--- src/rtl/multicycle_controller.sv ---
// -----------------------------------------------------------------------------
// multicycle_controller
//   Control FSM for a multicycle RV-style datapath:
//   FETCH -> DECODE -> EXEC -> (MEM) -> (WB) -> FETCH.
//   A bad opcode or a memory timeout parks the FSM in TRAP until reset.
//
// Parameters
//   ALUOP_W  ALUOp width (3..8). Only bits [2:0] carry a code; the rest are 0.
//   TIMEOUT  maximum cycles an outstanding memory request waits for its ack.
//
// Ports
//   clk, reset_n          clock; asynchronous active-low reset
//   halt                  suppresses issuing a new instruction fetch
//   Opcode[6:0]           instruction[6:0], sampled in DECODE
//   imem_ack, dmem_ack    memory completion, ignored while the request is low
//   imem_req, dmem_req    level-held memory requests
//   ir_write, pc_write    single-cycle load strobes
//   ALUSrc, MemtoReg, RegWrite, MemRead, MemWrite, Branch, Jump, ALUOp
//                         datapath controls
//   illegal, timeout      sticky error flags
//   state[2:0]            current FSM state
// -----------------------------------------------------------------------------
module multicycle_controller #(
    parameter int ALUOP_W = 3,
    parameter int TIMEOUT = 15
) (
    input  logic               clk,
    input  logic               reset_n,
    input  logic               halt,
    input  logic [6:0]         Opcode,
    input  logic               imem_ack,
    input  logic               dmem_ack,
    output logic               imem_req,
    output logic               dmem_req,
    output logic               ir_write,
    output logic               pc_write,
    output logic               ALUSrc,
    output logic               MemtoReg,
    output logic               RegWrite,
    output logic               MemRead,
    output logic               MemWrite,
    output logic               Branch,
    output logic               Jump,
    output logic [ALUOP_W-1:0] ALUOp,
    output logic               illegal,
    output logic               timeout,
    output logic [2:0]         state
);

    typedef enum logic [2:0] {
        S_FETCH  = 3'd0,
        S_DECODE = 3'd1,
        S_EXEC   = 3'd2,
        S_MEM    = 3'd3,
        S_WB     = 3'd4,
        S_TRAP   = 3'd5
    } state_t;

    localparam logic [6:0] OP_R     = 7'b0110011;
    localparam logic [6:0] OP_LW    = 7'b0000011;
    localparam logic [6:0] OP_SW    = 7'b0100011;
    localparam logic [6:0] OP_BR    = 7'b1100011;
    localparam logic [6:0] OP_IMM   = 7'b0010011;
    localparam logic [6:0] OP_JAL   = 7'b1101111;
    localparam logic [6:0] OP_JALR  = 7'b1100111;
    localparam logic [6:0] OP_LUI   = 7'b0110111;
    localparam logic [6:0] OP_AUIPC = 7'b0010111;

    // The wait counter "reaches" TIMEOUT in the cycle where it would step to
    // TIMEOUT; that cycle is the last one the request is held.
    localparam logic [7:0] WAIT_LAST = 8'(TIMEOUT - 1);

    function automatic logic is_legal(input logic [6:0] op);
        case (op)
            OP_R, OP_LW, OP_SW, OP_BR, OP_IMM,
            OP_JAL, OP_JALR, OP_LUI, OP_AUIPC: is_legal = 1'b1;
            default:                            is_legal = 1'b0;
        endcase
    endfunction

    function automatic logic [2:0] alu_code(input logic [6:0] op);
        case (op)
            OP_BR:             alu_code = 3'b001;
            OP_R:              alu_code = 3'b010;
            OP_IMM:            alu_code = 3'b011;
            OP_JAL, OP_JALR:   alu_code = 3'b100;
            OP_LUI, OP_AUIPC:  alu_code = 3'b101;
            default:           alu_code = 3'b000;  // LW/SW address add
        endcase
    endfunction

    state_t               state_q, state_d;
    logic [6:0]           opcode_q, opcode_d;
    logic [7:0]           wait_cnt_q, wait_cnt_d;
    logic                 imem_req_q, imem_req_d;
    logic                 dmem_req_q, dmem_req_d;
    logic                 illegal_q, illegal_d;
    logic                 timeout_q, timeout_d;
    logic                 pc_write_q, pc_write_d;
    logic                 alu_src_q, alu_src_d;
    logic                 mem_to_reg_q, mem_to_reg_d;
    logic                 reg_write_q, reg_write_d;
    logic                 mem_read_q, mem_read_d;
    logic                 mem_write_q, mem_write_d;
    logic                 branch_q, branch_d;
    logic                 jump_q, jump_d;
    logic [ALUOP_W-1:0]   alu_op_q, alu_op_d;

    logic                 ir_write_c;    // ack-qualified strobe, same cycle as imem_ack
    logic                 pc_write_ack;  // SW completion strobe, same cycle as dmem_ack
    logic                 start_fetch;   // FSM returns to FETCH at this edge
    logic [2:0]           alu3;

    always_comb begin
        state_d      = state_q;
        opcode_d     = opcode_q;
        wait_cnt_d   = wait_cnt_q;
        imem_req_d   = imem_req_q;
        dmem_req_d   = dmem_req_q;
        illegal_d    = illegal_q;
        timeout_d    = timeout_q;
        ir_write_c   = 1'b0;
        pc_write_ack = 1'b0;
        start_fetch  = 1'b0;

        case (state_q)
            S_FETCH: begin
                if (imem_req_q) begin
                    if (imem_ack) begin
                        ir_write_c = 1'b1;
                        imem_req_d = 1'b0;
                        state_d    = S_DECODE;
                    end else if (wait_cnt_q == WAIT_LAST) begin
                        imem_req_d = 1'b0;
                        timeout_d  = 1'b1;
                        state_d    = S_TRAP;
                    end else begin
                        wait_cnt_d = wait_cnt_q + 8'd1;
                    end
                end else if (!halt) begin
                    imem_req_d = 1'b1;
                    wait_cnt_d = 8'd0;
                end
            end
            S_DECODE: begin
                // Instruction register was loaded at the FETCH ack edge, so the
                // opcode is captured here and the branch uses the live input.
                opcode_d = Opcode;
                if (is_legal(Opcode)) begin
                    state_d = S_EXEC;
                end else begin
                    illegal_d = 1'b1;
                    state_d   = S_TRAP;
                end
            end
            S_EXEC: begin
                if (opcode_q == OP_LW || opcode_q == OP_SW) begin
                    dmem_req_d = 1'b1;
                    wait_cnt_d = 8'd0;
                    state_d    = S_MEM;
                end else if (opcode_q == OP_BR) begin
                    start_fetch = 1'b1;
                    state_d     = S_FETCH;
                end else begin
                    state_d = S_WB;
                end
            end
            S_MEM: begin
                if (dmem_req_q) begin
                    if (dmem_ack) begin
                        dmem_req_d = 1'b0;
                        if (opcode_q == OP_SW) begin
                            pc_write_ack = 1'b1;
                            start_fetch  = 1'b1;
                            state_d      = S_FETCH;
                        end else begin
                            state_d = S_WB;
                        end
                    end else if (wait_cnt_q == WAIT_LAST) begin
                        dmem_req_d = 1'b0;
                        timeout_d  = 1'b1;
                        state_d    = S_TRAP;
                    end else begin
                        wait_cnt_d = wait_cnt_q + 8'd1;
                    end
                end
            end
            S_WB: begin
                start_fetch = 1'b1;
                state_d     = S_FETCH;
            end
            S_TRAP: begin
                state_d = S_TRAP;
            end
            default: begin
                imem_req_d = 1'b0;
                dmem_req_d = 1'b0;
                state_d    = S_TRAP;
            end
        endcase

        // Re-entering FETCH issues the next request immediately unless halted,
        // so a normal instruction spends no idle cycle in FETCH.
        if (start_fetch && !halt) begin
            imem_req_d = 1'b1;
            wait_cnt_d = 8'd0;
        end

        // Moore controls, registered: evaluated for the state being entered.
        alu3         = 3'b000;
        alu_src_d    = 1'b0;
        mem_to_reg_d = 1'b0;
        reg_write_d  = 1'b0;
        mem_read_d   = 1'b0;
        mem_write_d  = 1'b0;
        branch_d     = 1'b0;
        jump_d       = 1'b0;
        pc_write_d   = 1'b0;
        case (state_d)
            S_EXEC: begin
                alu3      = alu_code(opcode_d);
                alu_src_d = (opcode_d == OP_LW)   || (opcode_d == OP_SW)  ||
                            (opcode_d == OP_IMM)  || (opcode_d == OP_JALR) ||
                            (opcode_d == OP_LUI)  || (opcode_d == OP_AUIPC);
                branch_d  = (opcode_d == OP_BR) || (opcode_d == OP_JAL) ||
                            (opcode_d == OP_JALR);
                jump_d    = (opcode_d == OP_JAL) || (opcode_d == OP_JALR);
                pc_write_d = (opcode_d == OP_BR);
            end
            S_MEM: begin
                mem_read_d  = (opcode_d == OP_LW);
                mem_write_d = (opcode_d == OP_SW);
            end
            S_WB: begin
                reg_write_d  = 1'b1;
                pc_write_d   = 1'b1;
                mem_to_reg_d = (opcode_d == OP_LW);
                jump_d       = (opcode_d == OP_JAL) || (opcode_d == OP_JALR);
            end
            default: ;
        endcase
        alu_op_d = ALUOP_W'(alu3);
    end

    always_ff @(posedge clk or negedge reset_n) begin
        if (!reset_n) begin
            state_q      <= S_FETCH;
            opcode_q     <= 7'd0;
            wait_cnt_q   <= 8'd0;
            imem_req_q   <= 1'b0;
            dmem_req_q   <= 1'b0;
            illegal_q    <= 1'b0;
            timeout_q    <= 1'b0;
            pc_write_q   <= 1'b0;
            alu_src_q    <= 1'b0;
            mem_to_reg_q <= 1'b0;
            reg_write_q  <= 1'b0;
            mem_read_q   <= 1'b0;
            mem_write_q  <= 1'b0;
            branch_q     <= 1'b0;
            jump_q       <= 1'b0;
            alu_op_q     <= '0;
        end else begin
            state_q      <= state_d;
            opcode_q     <= opcode_d;
            wait_cnt_q   <= wait_cnt_d;
            imem_req_q   <= imem_req_d;
            dmem_req_q   <= dmem_req_d;
            illegal_q    <= illegal_d;
            timeout_q    <= timeout_d;
            pc_write_q   <= pc_write_d;
            alu_src_q    <= alu_src_d;
            mem_to_reg_q <= mem_to_reg_d;
            reg_write_q  <= reg_write_d;
            mem_read_q   <= mem_read_d;
            mem_write_q  <= mem_write_d;
            branch_q     <= branch_d;
            jump_q       <= jump_d;
            alu_op_q     <= alu_op_d;
        end
    end

    // Strobes qualified by an ack are only possible while the request flop is
    // high, so they are 0 during reset along with every registered output.
    assign imem_req = imem_req_q;
    assign dmem_req = dmem_req_q;
    assign ir_write = ir_write_c;
    assign pc_write = pc_write_q | pc_write_ack;
    assign ALUSrc   = alu_src_q;
    assign MemtoReg = mem_to_reg_q;
    assign RegWrite = reg_write_q;
    assign MemRead  = mem_read_q;
    assign MemWrite = mem_write_q;
    assign Branch   = branch_q;
    assign Jump     = jump_q;
    assign ALUOp    = alu_op_q;
    assign illegal  = illegal_q;
    assign timeout  = timeout_q;
    assign state    = state_q;

endmodule

--- config.mk ---
export PLATFORM = sky130hd
export DESIGN_NAME = multicycle_controller
export DESIGN_NICKNAME = d
export VERILOG_FILES = /design/src/rtl/multicycle_controller.sv
export SDC_FILE = /design/constraint.sdc
export NUM_CORES = 1
export LEC_CHECK = 0
export ABC_AREA = 1
export BUFFER_PORTS_ARGS = -buffer_cell sky130_fd_sc_hd__buf_2
export CAP_MARGIN = 20
export CORE_MARGIN = 5
export CORE_UTILIZATION = 50
export DETAILED_ROUTE_END_ITERATION = 16
export GPL_ROUTABILITY_DRIVEN = 0
export GPL_TIMING_DRIVEN = 0
export PLACE_DENSITY = 0.75
export SYNTH_ARGS = -nofsm -noshare
export SYNTH_HDL_FRONTEND = slang
export SYNTH_SLANG_ARGS = --single-unit
--- constraint.sdc ---
create_clock -name clk -period 1.6 [get_ports clk]
set_input_delay 0.08 -clock clk [delete_from_list [all_inputs] [get_ports clk]]
set_output_delay 0.08 -clock clk [all_outputs]
set_load 0.1 [all_outputs]
* Word level (Yosys, flattened, before mapping) *
Cells that the tools add are included.

storage, ports and cells
  latch bits = 0
  ROM bits = 0
  memories kept = 0
  output and inout port bits = 19
  memory bits (writable) = 0
  register bits = 33

operators by class
  add/sub/neg operators = 1
  shift-type cells = 0
  magnitude comparators = 0
  muxes and demuxes = 58
  equality and inequality tests = 41
  reductions and logical operators = 24
  multiply operators = 0
  divide/modulo/power cells = 0
  bitwise logic cells = 3

operator list
  operator             count
  $mux 8               8
  $eq 7x6->1 const B   7
  $eq 7x7->1 const B   7
  $mux 1               31
  $mux 3               10
  $pmux 3 s5           2
  $eq 7x5->1 const B   4
  $pmux 8 s3           1
  $eq 7x2->1 const B   3
  $eq 3x2->1 const B   4
  $ne 2x2->1 const B   5
  $eq 3x3->1 const B   3
  $logic_or 1x1->1     9
  $ne 3x3->1 const B   3
  $reduce_or 9->1      1
  $add 8x1->8 const B  1
  $eq 8x4->1 const B   1
  $ne 4x4->1 const B   2
  $mux 7               1
  $pmux 1 s2           3
  $pmux 1 s3           2
  $reduce_and 6->1     1
  $reduce_or 2->1      3
  $reduce_and 5->1     1
  other kinds (12)     14

* Depth between registers and ports, before layout *
Gate-level depths: netlist of run 1.

  word-level depth = 9
  mapped depth = 12
  gate-level depth less buffers = 11

* Least setup slack after synthesis of run 1 *
OpenSTA, ideal clock, no wires.

  path type = register to output
  start point = reg state_q[1], in the netlist state[1]
  end point = out pc_write
  arrival = 2317 ps
  path slack = -797 ps
  required time = 1520 ps
  cell stages (with the launch flop) = 5
  cell sequence = dfrtp_1 nand3_1 nor2_1 nand4_1 nand2_1

on the way
  longest elaborated chain between the ends = 3

RTL lines
  item                    line  text
  from (decl)             92    state_t state_q, state_d;
  from (signal assigned)  264   state_q <= state_d;
  $eq 3x2->1              126   case (state_q)
  $mux 1                  126
  $or 1x1->1              288   assign pc_write = pc_write_q | pc_write_ack;
  to (decl)               36    output logic pc_write,

Every way passes these cells.

* Worst setup path in the final report of run 1 *
  start point = reg state_q[0], in the netlist state[0]
  end point = reg wait_cnt_q[4]

on the way
  longest elaborated chain between the ends = 5
  elaborated cells on any way between the ends = 15
  classes of those cells = eq/ne (8); mux (3); reduce/logical (4)

RTL lines
  item                                             line  text
  $eq 3x3->1 / $eq 3x2->1 (equally long branches)  126
  $pmux 1 s3                                       126
  $logic_and 1x1->1                                204   if (start_fetch && !halt) begin
  $ne 4x4->1 (no line) (tied with other cells)     n/a
  $reduce_and 6->1 (no line)                       n/a
  to (signal assigned)                             266   wait_cnt_q <= wait_cnt_d;
  to (decl)                                        94    logic [7:0] wait_cnt_q, wait_cnt_d;

Several ways; a longest one is shown, not always the timed one.
A chain may end at the register's enable or synchronous reset.

==> results of run 1 <==
## per-layer routing
metal | wire, um | track usage (%) | share of wire (%)
met2 | 2610 | 35.8 | 52
met5 | 0 | 0 | 0
met3 | 314 | 5.47 | 6.2
met1 | 2020 | 24.6 | 40
met4 | 87 | 6.89 | 1.7
## cells by family (layout without fill, tap and decap cells)
| kind of cell | Yosys count | in the layout | synth area share [%] |
|---|---|---|---|
| buf+inv | 47 | 109 | 9.77 |
| xor+xnor | 1 | 1 | 0.466 |
| fa+ha+maj | 2 | 2 | 1.33 |
| flops | 33 | 33 | 43.9 |
| simple gates | 146 | 146 | 33.7 |
| compound gates | 35 | 35 | 10.8 |
## repair_timing
action | 4_1_cts | 5_1_grt
gates cloned | 1 | 0
hold buffers | 1 | 0
hold endpoints to repair | 33 | 0
pin swaps | 12 | 15
setup endpoints to repair | 22 | 25
gates resized for setup | 44 | 31
setup buffers | 14 | 8
## worst max path at each step
stage | from | to | slack, ns | cells past startpoint
after floorplan | state[0] | ALUSrc | -0.09 | 11
after global placement | wait_cnt_q[0] | Jump | -0.29 | 10
after detailed placement | wait_cnt_q[0] | Jump | -0.27 | 10
after CTS | state[2] | pc_write | -0.11 | 6
after global routing | state[2] | MemtoReg | -0.20 | 10
final | state[0] | wait_cnt_q[4] | -0.1 | 10
## power by group through the flow
stage                     clock network [uW]  logic [uW]  registers [uW]
after CTS                                644        65.8             844
after global placement                     0        61.3             860
final                                    630        67.5             844
after global routing                     693        78.4             844
after floorplan                            0        22.7             859
after detailed placement                   0        61.4             861
## tightest hold or removal path: cells and delay by family
family | cells | cell delay, ns
buffers and inverters | 1 | 0.08
AND/OR/NAND/NOR | 2 | 0.14
## cell type report
type | count | area (um^2)
multi-input cells | 184 | 1140
fillers | 269 | 953
flip-flops and latches | 33 | 842
repair buffers | 54 | 378
inverters | 46 | 189
clock buffers | 5 | 68.8
well taps | 48 | 60.1
clock inverters | 3 | 17.5
plain buffers | 1 | 11.3
## placed cells by master (no fill, tap or decap), types with 4 or more instances in the layout
master    count
buf_2        28
buf_4        19
buf_6         5
clkbuf_8      5
dfrtp_1      28
dfrtp_4       4
inv_1        36
inv_2         5
nand2_1      54
nand2_2       8
nand2_4       8
nand3_1      15
nand3_2      11
nand4_1       5
nor2_1       25
nor2_2        4
nor2_4        8
o21ai_0       9
o21ai_1       8
o21ai_2       4
## per-stage QoR
step,util (%),TNS [ns]
2_1_floorplan,-,-0.889
3_3_place_gp,60.0,-2.43
3_5_place_dp,60.0,-2.47
4_1_cts,69.8,-0.703
5_1_grt,74.0,-3.40
6_report,74.0,-1.35
## state kept, by name, summed over array words and instances (netlist names)
signal and cells:
dmem_req 1, imem_req 1, MemtoReg 1, RegWrite 1, MemWrite 1, Branch 1, wait_cnt_q 8, ALUOp 3
timeout 1, MemRead 1, state 3, illegal 1, ALUSrc 1, pc_write_q 1, opcode_q 7, Jump 1
==> impl_metrics.csv, run 1 <==
group,metric,value,unit
status,status,"complete, but fails checks",
worst_setup_path,critPathKind,"reg2reg",
global_route,grt_pass1_vias,1837,
layout,nets,339,
worst_setup_path,cpMaxStageDelayCell,"dfrtp_4",
synth,syn_inst,264,
timing,setup_viol_count_final,23,
power,report.power.total,1540,uW
run,cap_violations,0,
synth,netlist_area,1880,um^2
synth,yosys.area.top_type,"dfrtp_1",
worst_setup_path,r2r_slack,-0.1,ns
power,power.switching,381,uW
timing,fin_crit_sh,106,%
timing,grt_setup_unrepaired,"yes",
power,p_int,1160,uW
global_route,antenna_found_initial,0,
clock_network,cts_made_buffers,5,
synth,yosys-top-cells-count,"67 x nand2_1, 44 x inv_1, 33 x dfrtp_1, 33 x nor2_1, 27 x nand3_1",
worst_setup_path,timing.rr.end,"wait_cnt_q[4]",
timing,max_slew_margin,51.8,%
floorplanning,boundaryPins,31,
synth,yosys_warnings,0,
power,clkPwrFrac,40.9,%
drt,wl_per_cell,13.4,um
synth,synth_ff_type,"dfrtp_1",
floorplanning,die_x,71.4,um
timing,whs,0.0560,ns
synth,yosysMostFrequentCell,"nand2_1",
layout,syn2layout_area_growth,43.9,%
timing,min_period,1.70,ns
placed_design,hpwlAfterDp,3280,um
global_route,grt.total_usage,20.6,%
drt,via_per_inst,5.10,
drt,drt_pass1_iterations,4,
timing,fmax,588,MHz
placed_design,dpl_cell_area,2200,um^2
drt,drtIter0Drc,213,
floorplanning,rows,22,
global_route,grt_max_degree,34,
worst_setup_path,rr_startpoint,"state[0]",
drt,dr_total_vias,1909,
worst_hold_path,holdPathStages,3,
placed_design,dp_slack,-0.274,ns
drt,postRouteAntennaNets,0,
synth,synth_edf_count,0,
worst_setup_path,crit_path_start_kind,"flip-flop",
synth,ys_types,26,
drt,drt-total-wl,5030,um
drt,drc_errors,0,
placed_design,place_inst,342,
global_route,grt-ovfl-total,0,
synth,synth_seq_cells,33,
synth,synth_area_leaders,"dfrtp_1 44%, nand2_1 13%, inv_1 8.8%",
layout,drive_gt1_share,40.2,%
layout,stdcell_area,2710,um^2
worst_setup_path,cp_data_arrival_time,1.89,ns
synth,synth_seq_area_share,43.9,%
status,violations,"setup timing",
floorplanning,die_area,5090,um^2
timing,finalMaxSlewViolations,0,
clock_network,clkSinkCount,33,
power,peakVddDrop,0.000710,V
worst_hold_path,hold_start,"Opcode[1]",
worst_hold_path,hold_end,"opcode_q[1]",
floorplanning,coreArea,3660,um^2
clock_network,ctsRootBufferMaster,"clkbuf_8",
global_route,grt_pass1_wl,8340,um
power,power_frac_comb,4.4,%
worst_setup_path,cp-end-kind,"flip-flop",
layout,fin_cells,374,
timing,fin_skew,0.00625,ns
floorplanning,die_y,71.4,um
timing,finalHoldViolCount,0,
timing,setup_slack,-0.0994,ns
placed_design,port_buffers,30,
clock_network,clock_path_buffers,2,
clock_network,clk_pin_slew,0.07,ns
synth,synthArstFlopShare,100,%
layout,diodes,0,
worst_setup_path,crit_buf_inv,4,
power,powerDensity,569,nW/um^2
worst_setup_path,worstRegToRegCells,10,
power,p_leak,0.00143,uW
synth,syn_area_per_cell,7.13,um^2
clock_network,clk_latency,0.29,ns
timing,tightest_slew,0.723,ns
worst_setup_path,cp.required,1.79,ns
worst_setup_path,cp_top_family,"flip-flops",
power,sw_frac_of_total,24.7,%
synth,syn_nets,278,
worst_setup_path,critical-path-max-stage-delay,0.52,ns
worst_setup_path,cp_max_fo,5,
clock_network,htreeDepth,2,
synth,yosysTopAreaCellShare,43.9,%
clock_network,cts_tree,"done",
floorplanning,initial_utilization,51.4,%
worst_hold_path,hold_path_class,"in2reg",
power,seqPwrFrac,54.7,%
worst_setup_path,crit_chain,"buf_6 -> nand3_4 -> inv_4 -> a21oi_2 -> nand3_2 -> nor2_4 -> inv_4 -> buf_4 -> nand3_2 -> nand2_1",
No activity file was read; power rests on OpenSTA's default activity.
==> run 2, diff against run 1 <==
- PLACE_DENSITY: 0.75 -> 0.81
==> impl_metrics.csv, run 2 (synthesis gave the netlist of run 1 again) <==
group,metric,value,unit
clock_network,clock_path_buffers,2,
timing,setup_slack,-0.134,ns
layout,stdcell_area,2710,um^2
layout,layout_common_cells,"50 x nand2_1, 38 x inv_1, 28 x dfrtp_1, 28 x buf_2, 23 x nor2_1",
drt,drtIter0Drc,196,
global_route,grt-ovfl-total,0,
placed_design,place_inst,342,
clock_network,ctsRootBufferMaster,"clkbuf_8",
layout,multi_input_area,1120,um^2
timing,min_period,1.73,ns
layout,largest-register,"wait_cnt_q",
drt,drc_errors,0,
timing,tightest_slew,0.728,ns
worst_setup_path,cp.required,1.52,ns
floorplanning,die_y,71.4,um
global_route,grt_pass1_vias,1872,
worst_setup_path,crit_chain,"inv_6 -> nand3_4 -> nor2_4 -> nand4_1 -> nand2_4 -> buf_12",
clock_network,clkSinkCount,33,
global_route,grt.total_usage,20.8,%
drt,drt_pass1_iterations,4,
layout,final_common_cell,"nand2_1",
global_route,grt_pass1_wl,8390,um
worst_setup_path,cp_max_fo,6,
worst_setup_path,cp-end-kind,"primary output",
drt,wl_per_cell,14.0,um
layout,diodes,0,
clock_network,clk_pin_slew,0.07,ns
timing,fin_skew,0.00600,ns
power,peakVddDrop,0.000608,V
timing,grt_setup_unrepaired,"yes",
layout,syn2layout_area_growth,44.1,%
timing,finalHoldViolCount,0,
layout,fill_cells,243,
layout,seq_area,842,um^2
run,cap_violations,0,
status,violations,"setup timing",
drt,via_per_inst,5.29,
clock_network,cts_made_buffers,5,
global_route,antenna_found_initial,0,
placed_design,port_buffers,30,
layout,largest_reg_flops,8,
worst_hold_path,hold_path_class,"in2reg",
worst_setup_path,crit_path_start_kind,"flip-flop",
clock_network,clk_latency,0.29,ns
drt,drt-total-wl,5190,um
timing,fin_crit_sh,108,%
drt,dr_total_vias,1969,
timing,setup_viol_count_final,20,
status,status,"complete, but fails checks",
global_route,grt_max_degree,34,
power,p_leak,0.00141,uW
floorplanning,rows,22,
floorplanning,boundaryPins,31,
layout,fin_cells,372,
placed_design,hpwlAfterDp,3300,um
floorplanning,die_x,71.4,um
timing,finalMaxSlewViolations,0,
power,powerDensity,643,nW/um^2
drt,postRouteAntennaNets,0,
timing,fmax,577,MHz
floorplanning,coreArea,3660,um^2
worst_setup_path,cpMaxStageDelayCell,"dfrtp_4",
worst_setup_path,cp_top_family,"simple AND/OR/NAND/NOR gates",
clock_network,htreeDepth,2,
worst_setup_path,critical-path-max-stage-delay,0.52,ns
timing,max_slew_margin,51.4,%
worst_setup_path,rr_startpoint,"state[1]",
layout,reg.largest.list,"wait_cnt_q: 8 flops, opcode_q: 7 flops",
worst_setup_path,critPathKind,"reg2out",
worst_hold_path,hold_start,"Opcode[4]",
floorplanning,die_area,5090,um^2
power,report.power.total,1740,uW
clock_network,cts_tree,"done",
worst_setup_path,cp_data_arrival_time,1.65,ns
floorplanning,initial_utilization,51.4,%
layout,drive_gt1_share,38.9,%
placed_design,dpl_cell_area,2200,um^2
worst_setup_path,crit_start,"state[2]",
worst_setup_path,crit_buf_inv,2,
timing,whs,0.108,ns
layout,nets,337,
-- run 2: changes by cell type in the layout (fill, tap and decap cells not counted), sizes merged --
cell	previous run	this run
buf	54	52
bufinv	0	1
clkbuf	5	6
clkinv	2	0
-- run 2: power breakdown --
group	internal [uW]	switching [uW]
registers	839	5.58
clock network	506	326
logic	21.2	45.2
total	1370	377
-- run 2: what timing repair did --
action                                  CTS  global route
endpoints found under the setup margin   24            24
hold buffers                              1             0
pin swaps                                18            13
hold endpoints to repair                 33             0
gates cloned                              1             0
setup buffers                            11             9
gates resized for setup                  46            25
-- run 2: area by class of cell --
class	count	area share [%]
tap	48	2.22
timing repair buffer	52	13.5
inverter	46	6.97
clock inverter	2	1.38
multi-input combinational	184	41.4
buffer	1	0.415
clock buffer	6	3.05
sequential	33	31.1
-- run 2: final timing paths --
check / endpoint / slack, ns / cells past startpoint
worst min register to register: illegal / 0.46 / 2
worst max-delay path: pc_write / -0.13 / 6
min in group asynchronous: dmem_req / 0.38 / 2
max in group asynchronous: state[1] / 0.67 / 2
worst max register to register: Branch / -0.09 / 8
worst min-delay path: opcode_q[4] / 0.11 / 3
-- run 2: worst min-delay path, stage by stage --
cell,delay (ns)
buf_2,0.12
o21ai_4,0.09
inv_1,0.07
-- run 2: metal layers --
| metal | track usage (%) | share of wire, % | vias up |
|---|---|---|---|
| met4 | 8.14 | 1.8 | 0 |
| li1 | - | - | 957 |
| met2 | 35.5 | 51 | 51 |
| met5 | 0 | 0 | - |
| met1 | 26.1 | 43 | 951 |
| met3 | 3.79 | 4.8 | 10 |
-- run 2: through the flow --
step	utilization [%]	setup WS [ns]	TNS (ns)
after floorplan	-	-0.0865	-0.889
after global placement	60.0	-0.295	-2.24
after detailed placement	60.0	-0.312	-2.72
after CTS	70.1	-0.0968	-0.417
after global routing	74.1	-0.212	-3.10
final	74.1	-0.134	-1.03
